### config.mk
export PLATFORM = sky130hd
export DESIGN_NAME = ili9163_spi_sink_flat
export DESIGN_NICKNAME = d
export VERILOG_FILES = /design/src/rtl/ili9163_pkg.sv /design/src/rtl/ili9163_spi_sink_if.sv /design/src/rtl/ili9163_spi_sink_rx.sv /design/src/rtl/ili9163_spi_sink.sv /design/src/flat_wrapper.sv
export SDC_FILE = /design/constraint.sdc
export NUM_CORES = 1
export LEC_CHECK = 0
export ABC_CLOCK_PERIOD_IN_PS = 2500
export CELL_PAD_IN_SITES_DETAIL_PLACEMENT = 0
export CELL_PAD_IN_SITES_GLOBAL_PLACEMENT = 1
export CORE_ASPECT_RATIO = 0.5
export CORE_MARGIN = 4
export CORE_UTILIZATION = 45
export DETAILED_ROUTE_END_ITERATION = 8
export GPL_TIMING_DRIVEN = 0
export PLACE_DENSITY_LB_ADDON = 0.1
export SYNTH_ARGS = -nofsm -noshare
export SYNTH_HDL_FRONTEND = slang
export SYNTH_SLANG_ARGS = --single-unit
### constraint.sdc
create_clock -name clk -period 2.5 [get_ports clk]
set_input_delay 0.5 -clock clk [delete_from_list [all_inputs] [get_ports clk]]
set_output_delay 0.5 -clock clk [all_outputs]
set_load 0.05 [all_outputs]
### src/rtl/ili9163_pkg.sv
// Shared command codes, FSM state encoding and default pixel width for the
// ILI9163 SPI sink.
package ili9163_pkg;
  localparam int PIXEL_SIZE_DEF = 16;

  localparam logic [7:0] CMD_CASET = 8'h2A;
  localparam logic [7:0] CMD_RASET = 8'h2B;
  localparam logic [7:0] CMD_RAMWR = 8'h2C;

  typedef enum logic [2:0] {IDLE, CASET, RASET, RAMWR, IGNORE} state_t;
endpackage

### src/rtl/ili9163_spi_sink_if.sv
// SPI link from the display controller plus the frame-buffer write port and
// status strobes of the sink.
interface ili9163_spi_sink_if #(
  parameter int WIDTH      = 128,
  parameter int HEIGHT     = 128,
  parameter int PIXEL_SIZE = 16
);
  localparam int AW = $clog2(WIDTH * HEIGHT);

  logic                  spi_mosi;
  logic                  spi_sck;
  logic                  spi_cs;
  logic                  spi_dc;
  logic                  pix_we;
  logic [AW-1:0]         pix_addr;
  logic [PIXEL_SIZE-1:0] pix_data;
  logic                  cmd_valid;
  logic [7:0]            cmd_byte;
  logic                  frame_done;
  logic                  err_partial;

  modport slave (
    input  spi_mosi, spi_sck, spi_cs, spi_dc,
    output pix_we, pix_addr, pix_data, cmd_valid, cmd_byte, frame_done, err_partial
  );

  modport master (
    output spi_mosi, spi_sck, spi_cs, spi_dc,
    input  pix_we, pix_addr, pix_data, cmd_valid, cmd_byte, frame_done, err_partial
  );
endinterface

### src/rtl/ili9163_spi_sink_rx.sv
// SPI mode-0 byte receiver: synchronises the raw pins into clk, detects sck
// rising edges and assembles MSB-first bytes tagged with the dc level.
module spi_byte_rx (
  input  logic       clk,
  input  logic       rst,
  input  logic       sck,
  input  logic       cs,
  input  logic       mosi,
  input  logic       dc,
  output logic       byte_valid,
  output logic [7:0] byte_data,
  output logic       byte_dc,
  output logic       cs_end,
  output logic       cs_end_partial
);
  logic       sck_p0, sck_p1, sck_p2;
  logic       cs_p0, cs_p1, cs_p2;
  logic       mosi_p0, mosi_p1;
  logic       dc_p0, dc_p1;
  logic [2:0] bit_cnt;
  logic [6:0] shift;
  logic       sck_rise;
  logic       cs_rise;
  logic       sample;

  assign sck_rise = sck_p1 & ~sck_p2;
  assign cs_rise  = cs_p1 & ~cs_p2;
  assign sample   = ~cs_p1 & sck_rise;

  // p0/p1 synchronise, p2 holds the previous level for edge detection
  always_ff @(posedge clk) begin
    if (rst) begin
      sck_p0         <= 1'b0;
      sck_p1         <= 1'b0;
      sck_p2         <= 1'b0;
      cs_p0          <= 1'b1;
      cs_p1          <= 1'b1;
      cs_p2          <= 1'b1;
      bit_cnt        <= 3'd0;
      byte_valid     <= 1'b0;
      cs_end         <= 1'b0;
      cs_end_partial <= 1'b0;
    end else begin
      sck_p0         <= sck;
      sck_p1         <= sck_p0;
      sck_p2         <= sck_p1;
      cs_p0          <= cs;
      cs_p1          <= cs_p0;
      cs_p2          <= cs_p1;
      byte_valid     <= 1'b0;
      cs_end         <= cs_rise;
      cs_end_partial <= cs_rise && (bit_cnt != 3'd0);
      if (sample) begin
        bit_cnt <= bit_cnt + 3'd1;
        if (bit_cnt == 3'd7) byte_valid <= 1'b1;
      end else if (cs_p1) begin
        bit_cnt <= 3'd0;
      end
    end
  end

  always_ff @(posedge clk) begin
    mosi_p0 <= mosi;
    mosi_p1 <= mosi_p0;
    dc_p0   <= dc;
    dc_p1   <= dc_p0;
    if (sample) begin
      shift <= {shift[5:0], mosi_p1};
      if (bit_cnt == 3'd7) begin
        byte_data <= {shift, mosi_p1};
        byte_dc   <= dc_p1;
      end
    end
  end
endmodule

### src/rtl/ili9163_spi_sink.sv
// ILI9163 panel stand-in: decodes CASET/RASET/RAMWR from the SPI byte stream
// and writes each RAMWR pixel into a frame buffer at row*WIDTH+col.
module ili9163_spi_sink
  import ili9163_pkg::*;
#(
  parameter int WIDTH      = 128,
  parameter int HEIGHT     = 128,
  parameter int PIXEL_SIZE = PIXEL_SIZE_DEF
) (
  input logic               clk,
  input logic               rst,
  ili9163_spi_sink_if.slave bus
);
  localparam int AW = $clog2(WIDTH * HEIGHT);
  localparam int CW = $clog2(WIDTH);
  localparam int RW = $clog2(HEIGHT);

  logic                  byte_valid;
  logic [7:0]            byte_data;
  logic                  byte_dc;
  logic                  cs_end;
  logic                  cs_end_partial;

  state_t                state;
  logic [1:0]            param_cnt;
  logic [15:0]           start_w;
  logic [7:0]            end_hi;
  logic [15:0]           xs, xe, ys, ye;
  logic [15:0]           col, row;
  logic                  half;
  logic [7:0]            hi_byte;
  logic [15:0]           pix_word;
  logic                  in_bounds;

  logic                  pix_we;
  logic [AW-1:0]         pix_addr;
  logic [PIXEL_SIZE-1:0] pix_data;
  logic                  cmd_valid;
  logic [7:0]            cmd_byte;
  logic                  frame_done;
  logic                  err_partial;

  spi_byte_rx u_rx (
    .clk           (clk),
    .rst           (rst),
    .sck           (bus.spi_sck),
    .cs            (bus.spi_cs),
    .mosi          (bus.spi_mosi),
    .dc            (bus.spi_dc),
    .byte_valid    (byte_valid),
    .byte_data     (byte_data),
    .byte_dc       (byte_dc),
    .cs_end        (cs_end),
    .cs_end_partial(cs_end_partial)
  );

  assign pix_word  = {hi_byte, byte_data};
  assign in_bounds = (col < 16'(WIDTH)) && (row < 16'(HEIGHT));

  // byte stage: command decode, window capture and pixel write
  always_ff @(posedge clk) begin
    if (rst) begin
      state       <= IDLE;
      param_cnt   <= 2'd0;
      start_w     <= 16'd0;
      end_hi      <= 8'd0;
      xs          <= 16'd0;
      xe          <= 16'(WIDTH - 1);
      ys          <= 16'd0;
      ye          <= 16'(HEIGHT - 1);
      col         <= 16'd0;
      row         <= 16'd0;
      half        <= 1'b0;
      hi_byte     <= 8'd0;
      pix_we      <= 1'b0;
      pix_addr    <= '0;
      pix_data    <= '0;
      cmd_valid   <= 1'b0;
      cmd_byte    <= 8'd0;
      frame_done  <= 1'b0;
      err_partial <= 1'b0;
    end else begin
      pix_we     <= 1'b0;
      cmd_valid  <= 1'b0;
      frame_done <= 1'b0;
      if (byte_valid) begin
        if (!byte_dc) begin
          cmd_valid <= 1'b1;
          cmd_byte  <= byte_data;
          param_cnt <= 2'd0;
          half      <= 1'b0;
          case (byte_data)
            CMD_CASET: state <= CASET;
            CMD_RASET: state <= RASET;
            CMD_RAMWR: begin
              state <= RAMWR;
              col   <= xs;
              row   <= ys;
            end
            default:   state <= IGNORE;
          endcase
        end else begin
          case (state)
            CASET, RASET: begin
              param_cnt <= param_cnt + 2'd1;
              case (param_cnt)
                2'd0:    start_w[15:8] <= byte_data;
                2'd1:    start_w[7:0]  <= byte_data;
                2'd2:    end_hi        <= byte_data;
                default: begin
                  if (state == CASET) begin
                    xs <= start_w;
                    xe <= {end_hi, byte_data};
                  end else begin
                    ys <= start_w;
                    ye <= {end_hi, byte_data};
                  end
                  state <= IDLE;
                end
              endcase
            end
            RAMWR: begin
              if (!half) begin
                hi_byte <= byte_data;
                half    <= 1'b1;
              end else begin
                half <= 1'b0;
                if (in_bounds) begin
                  pix_we   <= 1'b1;
                  pix_addr <= AW'(row[RW-1:0]) * AW'(WIDTH) + AW'(col[CW-1:0]);
                  pix_data <= pix_word[PIXEL_SIZE-1:0];
                end
                // equality compare only, so an inverted window runs until wrap
                if (col == xe) begin
                  col <= xs;
                  if (row == ye) begin
                    row        <= ys;
                    frame_done <= 1'b1;
                  end else begin
                    row <= row + 16'd1;
                  end
                end else begin
                  col <= col + 16'd1;
                end
              end
            end
            default: ;
          endcase
        end
      end
      // a CS rise never coincides with byte_valid; a half pixel is dropped
      if (cs_end) begin
        half <= 1'b0;
        if (cs_end_partial || half) err_partial <= 1'b1;
      end
    end
  end

  assign bus.pix_we      = pix_we;
  assign bus.pix_addr    = pix_addr;
  assign bus.pix_data    = pix_data;
  assign bus.cmd_valid   = cmd_valid;
  assign bus.cmd_byte    = cmd_byte;
  assign bus.frame_done  = frame_done;
  assign bus.err_partial = err_partial;
endmodule

### src/flat_wrapper.sv
// flat-port wrapper written by rule: the top's interface ports become plain ports
module ili9163_spi_sink_flat import ili9163_pkg::*;
#(
  parameter int WIDTH      = 128,
  parameter int HEIGHT     = 128,
  parameter int PIXEL_SIZE = PIXEL_SIZE_DEF
)
  (clk, rst, bus_spi_mosi, bus_spi_sck, bus_spi_cs, bus_spi_dc, bus_pix_we, bus_pix_addr, bus_pix_data, bus_cmd_valid, bus_cmd_byte, bus_frame_done, bus_err_partial);
  ili9163_spi_sink_if #(.WIDTH(WIDTH), .HEIGHT(HEIGHT), .PIXEL_SIZE(PIXEL_SIZE)) bus_i ();
  input logic clk;
  input logic rst;
  input wire logic [$bits(bus_i.spi_mosi)-1:0] bus_spi_mosi;
  input wire logic [$bits(bus_i.spi_sck)-1:0] bus_spi_sck;
  input wire logic [$bits(bus_i.spi_cs)-1:0] bus_spi_cs;
  input wire logic [$bits(bus_i.spi_dc)-1:0] bus_spi_dc;
  output wire logic [$bits(bus_i.pix_we)-1:0] bus_pix_we;
  output wire logic [$bits(bus_i.pix_addr)-1:0] bus_pix_addr;
  output wire logic [$bits(bus_i.pix_data)-1:0] bus_pix_data;
  output wire logic [$bits(bus_i.cmd_valid)-1:0] bus_cmd_valid;
  output wire logic [$bits(bus_i.cmd_byte)-1:0] bus_cmd_byte;
  output wire logic [$bits(bus_i.frame_done)-1:0] bus_frame_done;
  output wire logic [$bits(bus_i.err_partial)-1:0] bus_err_partial;
  assign bus_i.spi_mosi = bus_spi_mosi;
  assign bus_i.spi_sck = bus_spi_sck;
  assign bus_i.spi_cs = bus_spi_cs;
  assign bus_i.spi_dc = bus_spi_dc;
  assign bus_pix_we = bus_i.pix_we;
  assign bus_pix_addr = bus_i.pix_addr;
  assign bus_pix_data = bus_i.pix_data;
  assign bus_cmd_valid = bus_i.cmd_valid;
  assign bus_cmd_byte = bus_i.cmd_byte;
  assign bus_frame_done = bus_i.frame_done;
  assign bus_err_partial = bus_i.err_partial;
  ili9163_spi_sink #(.WIDTH(WIDTH), .HEIGHT(HEIGHT), .PIXEL_SIZE(PIXEL_SIZE)) u_core (.clk(clk), .rst(rst), .bus(bus_i));
endmodule
==> results.sh, run 1 <==
export IMPL_status="complete, no violations"
export IMPL_grt_met3_usage=0.0494
export IMPL_cp_end_kind="flip-flop"
export IMPL_slowest_stage="dfxtp_1"
export IMPL_slew_headroom=0.363
export IMPL_ant_nets=0
export IMPL_yosysSeqAreaShare=0.499
export IMPL_vdd_ir_drop_max_uv=479
export IMPL_crit_family="simple AND/OR/NAND/NOR gates"
export IMPL_combinationalPowerShare=0.015
export IMPL_syn_inst=1006
export IMPL_p_per_area_nw_per_um2=622
export IMPL_yosysMostFrequentCell="nand2_1"
export IMPL_top_usage_layer="met1"
export IMPL_ctsRootBufferMaster="clkbuf_16"
export IMPL_antenna_found_initial=0
export IMPL_nets=1092
export IMPL_synth_edff_count=16
export IMPL_cp_start_kind="flip-flop"
export IMPL_period_needed_ns=2.35
export IMPL_path_class="flip-flop to flip-flop"
export IMPL_layout_setup_ws_ns=0.149
export IMPL_switching_share=0.218
export IMPL_via_count=7281
export IMPL_vias_per_cell=5.40
export IMPL_tns_ns=0
export IMPL_seqPwrFrac=0.536
export IMPL_io_buffers=47
export IMPL_clk_latency_ns=0.50
export IMPL_critPathMaxStageDelay_ns=0.52
export IMPL_coreArea_sq_um=18700
export IMPL_place_ws_ns=-0.395
export IMPL_wl_per_cell_um=19.3
export IMPL_grt_pass1_wl_um=40800
export IMPL_routed_wl_um=26000
export IMPL_synth_avg_cell_area_sq_um=8.61
export IMPL_max_cap_violations=0
export IMPL_p_int_mw=4.90
export IMPL_holdWs_ns=0.329
export IMPL_grt_use_met2=0.350
export IMPL_crit_chain="xnor2_1, nand4_1, nor4_4, buf_4, a21boi_1, or2_1, clkbuf_1, o32ai_1"
export IMPL_gp_congestion=0.890
export IMPL_min_period_over_period=0.940
export IMPL_globalRouteOverflowTotal=0
export IMPL_ys_flop_type="dfxtp_1"
export IMPL_p_clk_frac=0.449
export IMPL_drtPass1Iterations=5
export IMPL_die_y_um=106
export IMPL_syn_nets=1021
export IMPL_hpwl_um=18400
export IMPL_tritoncts="done"
export IMPL_hp_class="flip-flop to flip-flop"
export IMPL_synth_seq_cells=208
export IMPL_yosysTopAreaCell="dfxtp_1"
export IMPL_drc=0
export IMPL_arrival_ns=2.75
export IMPL_grt_pass1_vias=6981
export IMPL_layout_drive_gt1_share=0.0726
export IMPL_ctsHoldBuffers=0
export IMPL_num_rows=35
export IMPL_crit_fanout=10
export IMPL_yosys_top_cells_area="dfxtp_1 44%, nand2_1 10%, a21oi_1 7.4%"
export IMPL_clock_fmax_mhz=425
export IMPL_synth_cell_types=60
export IMPL_initial_utilization=0.464
export IMPL_htreeDepth=1
export IMPL_clock_skew_ns=0.0148
export IMPL_met1_usage=0.367
export IMPL_post_route_util=0.541
export IMPL_setup_viol=0
export IMPL_dieArea_sq_um=21700
export IMPL_die_w_um=204
export IMPL_syn_area_sq_um=8660
export IMPL_cts_sinks=208
export IMPL_async_flop_share=0
export IMPL_cts_clk_slew_worst_paths_ns=0.07
export IMPL_netlist_area_leader_share=0.444
export IMPL_cts_buffers=20
export IMPL_worstPathRequired_ns=2.90
export IMPL_drv_slew=0
export IMPL_leakage_nw=3.52
export IMPL_rsz0062_at_grt="false"
export IMPL_pin_count=48
export IMPL_grt_max_degree=17
export IMPL_synthTopCellsByCount="232 x nand2_1, 192 x dfxtp_1, 128 x a21oi_1, 62 x nor2_1, 50 x clkbuf_1"
export IMPL_area_growth_pct=16.6
export IMPL_drt_first_iter_violations=510
export IMPL_switchingPower_mw=1.37
export IMPL_worstMarginPinSlew_ns=0.956
export IMPL_yosysWarnings=0
export IMPL_hold_violations=0
export IMPL_path_buf_inv=2
export IMPL_clockBufferDepth=3
export IMPL_grt_use_total=0.240
[power groups by stage]
stage	sequential (mW)	combinational [mW]	clock (mW)
finish	3.36	0.0952	2.82
detailed placement	3.44	0.0945	0
global route	3.36	0.101	3.01
global placement	3.44	0.0944	0
floorplan	3.43	0.0470	0
CTS	3.36	0.0942	2.86
[routing by layer]
layer  routed length [um]  vias up
met5                    0        -
met4                  464        0
met3                 1910       31
met2                10500      247
met1                13100     3427
li1                     -     3576
[cells by family after synthesis]
group / count (synthesis) / synth area share
buffers and inverters: 97 / 0.0485
XOR/XNOR: 35 / 0.0363
AO/OA/AOI/OAI: 196 / 0.132
AND/OR/NAND/NOR: 420 / 0.223
adder cells (fa/ha/maj): 9 / 0.0130
flip-flops: 208 / 0.499
multiplexers: 41 / 0.0481
[final cells by class]
cell class | count | area [sq um]
flip-flops and latches | 208 | 4320
diodes | 1 | 2.50
fillers | 1800 | 8560
multi-input cells | 701 | 3950
clock inverters | 9 | 45.0
well taps | 259 | 324
plain buffers | 77 | 348
clock buffers | 24 | 537
inverters | 18 | 67.6
repair buffers | 51 | 500
[worst register-to-register path, cell delays in order (launching register included)]
cell      delay, ns
dfxtp_1        0.52
xnor2_1        0.16
nand4_1        0.20
nor4_4         0.30
buf_4          0.18
a21boi_1       0.09
or2_1          0.33
clkbuf_1       0.29
o32ai_1        0.18
[worst paths after layout]
check                              start                          end  slack (ns)  cells past startpoint
max           u_core.col[1]$_SDFFE_PP0P_  u_core.row[14]$_SDFFE_PP0P_        0.15                      8
min          u_core.u_rx.mosi_p0$_DFF_P_  u_core.u_rx.mosi_p1$_DFF_P_        0.33                      0
max reg2reg   u_core.col[1]$_SDFFE_PP0P_  u_core.row[14]$_SDFFE_PP0P_        0.15                      8
min reg2reg  u_core.u_rx.mosi_p0$_DFF_P_  u_core.u_rx.mosi_p1$_DFF_P_        0.33                      0
[per-stage QoR]
stage	total power, mW	instance area [sq um]	instances
3_3_place_gp	3.53	9450	1312
4_1_cts	6.31	10100	1346
3_5_place_dp	3.53	9450	1312
5_1_grt	6.47	10100	1347
2_1_floorplan	3.48	8660	1006
6_report	6.27	10100	1348
[registers in the layout, summed over array words and instances, names as in the netlist, 7 cells and up]
name	count
u_core.bus.cmd_byte	8
u_core.bus.pix_addr	14
u_core.bus.pix_data	16
u_core.col	16
u_core.end_hi	8
u_core.hi_byte	8
u_core.row	16
u_core.start_w	16
u_core.u_rx.byte_data	8
u_core.u_rx.shift	7
u_core.xe	16
u_core.xs	16
u_core.ye	16
u_core.ys	16
[cell usage in the layout (no fill, tap or decap), types with 4 or more instances in the layout]
cell type / count
a21oi_1: 128
nor4_1: 10
o21ai_1: 15
edfxtp_1: 16
nand2_1: 232
and3_1: 4
clkbuf_16: 21
a31oi_1: 8
mux2i_1: 36
o32ai_1: 10
o21ai_0: 7
and2_1: 6
nand3_1: 8
nor3b_1: 4
nand3b_1: 15
buf_4: 6
a211oi_1: 4
nor2b_1: 15
mux2_1: 5
dfxtp_1: 192
nor3_1: 20
nor2_1: 62
clkbuf_1: 50
a22oi_1: 5
buf_2: 24
nand4_1: 18
inv_1: 18
xnor2_1: 34
clkdlybuf4s50_1: 47
clkinv_2: 6
ha_1: 9
[repair_timing]
item / CTS / global route
buffers inserted: 3 / 1
pin swaps: 1 / 1
endpoints found under the setup margin: 61 / 40
gates resized for setup: 6 / 1
Note: power is estimated with default switching activity, not from simulation.
==> run 2, diff against run 1 <==
--- a/config.mk
+++ b/config.mk
@@ -9,7 +9,6 @@
 export CELL_PAD_IN_SITES_DETAIL_PLACEMENT = 0
 export CELL_PAD_IN_SITES_GLOBAL_PLACEMENT = 1
 export CORE_ASPECT_RATIO = 0.5
-export CORE_MARGIN = 4
 export CORE_UTILIZATION = 45
 export DETAILED_ROUTE_END_ITERATION = 8
 export GPL_TIMING_DRIVEN = 0
==> run 2 against run 1 <==
  * Sequential power about the same
  * Clock skew is 0.0013 ns higher
  * Count of clock-buffer cells in the layout grew 3
  * Largest power group unchanged
==> results.sh, run 2 (synthesized netlist as in run 1, its figures left out) <==
export IMPL_status="complete, no violations"
export IMPL_max_cap_violations=0
export IMPL_ant_nets=0
export IMPL_drtPass1Iterations=5
export IMPL_combinationalPowerShare=0.015
export IMPL_rsz0062_at_grt="false"
export IMPL_p_per_area_nw_per_um2=636
export IMPL_switching_share=0.216
export IMPL_crit_fanout=10
export IMPL_clock_fmax_mhz=428
export IMPL_slew_headroom=0.378
export IMPL_holdWs_ns=0.333
export IMPL_grt_pass1_wl_um=39100
export IMPL_min_period_over_period=0.935
export IMPL_cts_clk_slew_worst_paths_ns=0.07
export IMPL_initial_utilization=0.465
export IMPL_coreArea_sq_um=18600
export IMPL_clockBufferDepth=3
export IMPL_regArea_sq_um=4320
export IMPL_multi_input_area_sq_um=3950
export IMPL_grt_pass1_vias=6610
export IMPL_die_w_um=198
export IMPL_vias_per_cell=5.41
export IMPL_p_int_mw=5.06
export IMPL_worstMarginPinSlew_ns=0.933
export IMPL_layout_setup_ws_ns=0.162
export IMPL_vdd_ir_drop_max_uv=438
export IMPL_die_y_um=100
export IMPL_most_common_layout_cells="231 x nand2_1, 192 x dfxtp_1, 128 x a21oi_1"
export IMPL_post_route_util=0.545
export IMPL_worstPathRequired_ns=2.90
export IMPL_arrival_ns=2.74
export IMPL_globalRouteOverflowTotal=0
export IMPL_tritoncts="done"
export IMPL_final_common_cell="nand2_1"
export IMPL_cts_buffers=20
export IMPL_ctsRootBufferMaster="clkbuf_16"
export IMPL_wl_per_cell_um=19.2
export IMPL_io_buffers=47
export IMPL_antenna_cells=0
export IMPL_fill_cells=1749
export IMPL_routed_wl_um=25900
export IMPL_switchingPower_mw=1.40
export IMPL_cp_start_kind="flip-flop"
export IMPL_nets=1091
export IMPL_path_class="flip-flop to flip-flop"
export IMPL_clock_skew_ns=0.0160
export IMPL_cts_sinks=208
export IMPL_drc=0
export IMPL_area_growth_pct=17.1
export IMPL_hpwl_um=18200
export IMPL_drt_first_iter_violations=530
export IMPL_via_count=7299
export IMPL_layout_drive_gt1_share=0.0753
export IMPL_hp_class="flip-flop to flip-flop"
export IMPL_cp_end_kind="flip-flop"
export IMPL_pin_count=48
export IMPL_num_rows=35
export IMPL_clk_latency_ns=0.50
export IMPL_hold_violations=0
export IMPL_gp_congestion=0.913
export IMPL_grt_max_degree=17
export IMPL_htreeDepth=1
export IMPL_place_ws_ns=-0.294
export IMPL_antenna_found_initial=0
export IMPL_drv_slew=0
export IMPL_dieArea_sq_um=19800
export IMPL_period_needed_ns=2.34
export IMPL_leakage_nw=3.54
export IMPL_p_clk_frac=0.464
export IMPL_grt_use_total=0.262
export IMPL_seqPwrFrac=0.521
export IMPL_setup_viol=0
export IMPL_ctsHoldBuffers=0
==> run 2: cell type report <==
class | instances | area share
plain buffers | 77 | 0.0349
clock buffers | 27 | 0.0550
clock inverters | 8 | 0.00703
inverters | 18 | 0.00666
multi-input cells | 701 | 0.389
flip-flops and latches | 208 | 0.426
well taps | 259 | 0.0320
repair buffers | 50 | 0.0486
==> run 2: per-stage QoR <==
step / TNS (ns) / cells / total power [mW] / area, sq um
3_5_place_dp: -10.10 / 1312 / 3.53 / 9450
3_3_place_gp: -11.98 / 1312 / 3.53 / 9450
2_1_floorplan: 0 / 1006 / 3.48 / 8660
6_report: 0 / 1348 / 6.45 / 10100
4_1_cts: 0 / 1346 / 6.49 / 10100
5_1_grt: 0 / 1348 / 6.63 / 10100
==> run 2: worst paths after layout <==
path | start | to | slack [ns] | cells after the start
max | u_core.col[2]$_SDFFE_PP0P_ | u_core.row[6]$_SDFFE_PP0P_ | 0.16 | 7
min | u_core.u_rx.mosi_p0$_DFF_P_ | u_core.u_rx.mosi_p1$_DFF_P_ | 0.33 | 0
max reg2reg | u_core.col[2]$_SDFFE_PP0P_ | u_core.row[6]$_SDFFE_PP0P_ | 0.16 | 7
min reg2reg | u_core.u_rx.mosi_p0$_DFF_P_ | u_core.u_rx.mosi_p1$_DFF_P_ | 0.33 | 0
==> run 2: power groups by stage <==
stage | logic, mW | registers (mW) | clock network [mW]
2_1_floorplan | 0.0470 | 3.43 | 0
3_3_place_gp | 0.0960 | 3.44 | 0
3_5_place_dp | 0.0956 | 3.44 | 0
4_1_cts | 0.0958 | 3.36 | 3.03
5_1_grt | 0.101 | 3.36 | 3.18
6_report | 0.0973 | 3.36 | 3.00
==> run 2: timing repair <==
action / CTS / global route
pin swaps: 0 / 2
buffers inserted: 1 / 2
gates resized for setup: 5 / 7
setup endpoints to repair: 60 / 46
==> run 2: metal layers <==
layer  vias up  share of wire  track usage
li1       3558              -            -
met1      3505           0.51        0.398
met2       199           0.41        0.379
met3        37          0.065       0.0467
met4         0          0.020       0.0662
met5         -              0            0
==> run 2: critical path, stage by stage, from the launching register on <==
cell	delay, ns
dfxtp_1	0.47
xnor2_1	0.19
nand4_1	0.23
nor4_4	0.47
a21boi_1	0.16
or2_1	0.32
clkbuf_2	0.25
o32ai_1	0.16
==> run 3, diff against run 2 <==
--- a/config.mk
+++ b/config.mk
@@ -13,6 +13,7 @@
 export DETAILED_ROUTE_END_ITERATION = 8
 export GPL_TIMING_DRIVEN = 0
 export PLACE_DENSITY_LB_ADDON = 0.1
+export SLEW_MARGIN = 20
 export SYNTH_ARGS = -nofsm -noshare
 export SYNTH_HDL_FRONTEND = slang
 export SYNTH_SLANG_ARGS = --single-unit
==> results of run 3 <==
Same layout as run 2: the final DEF is identical, and so are final timing and power.
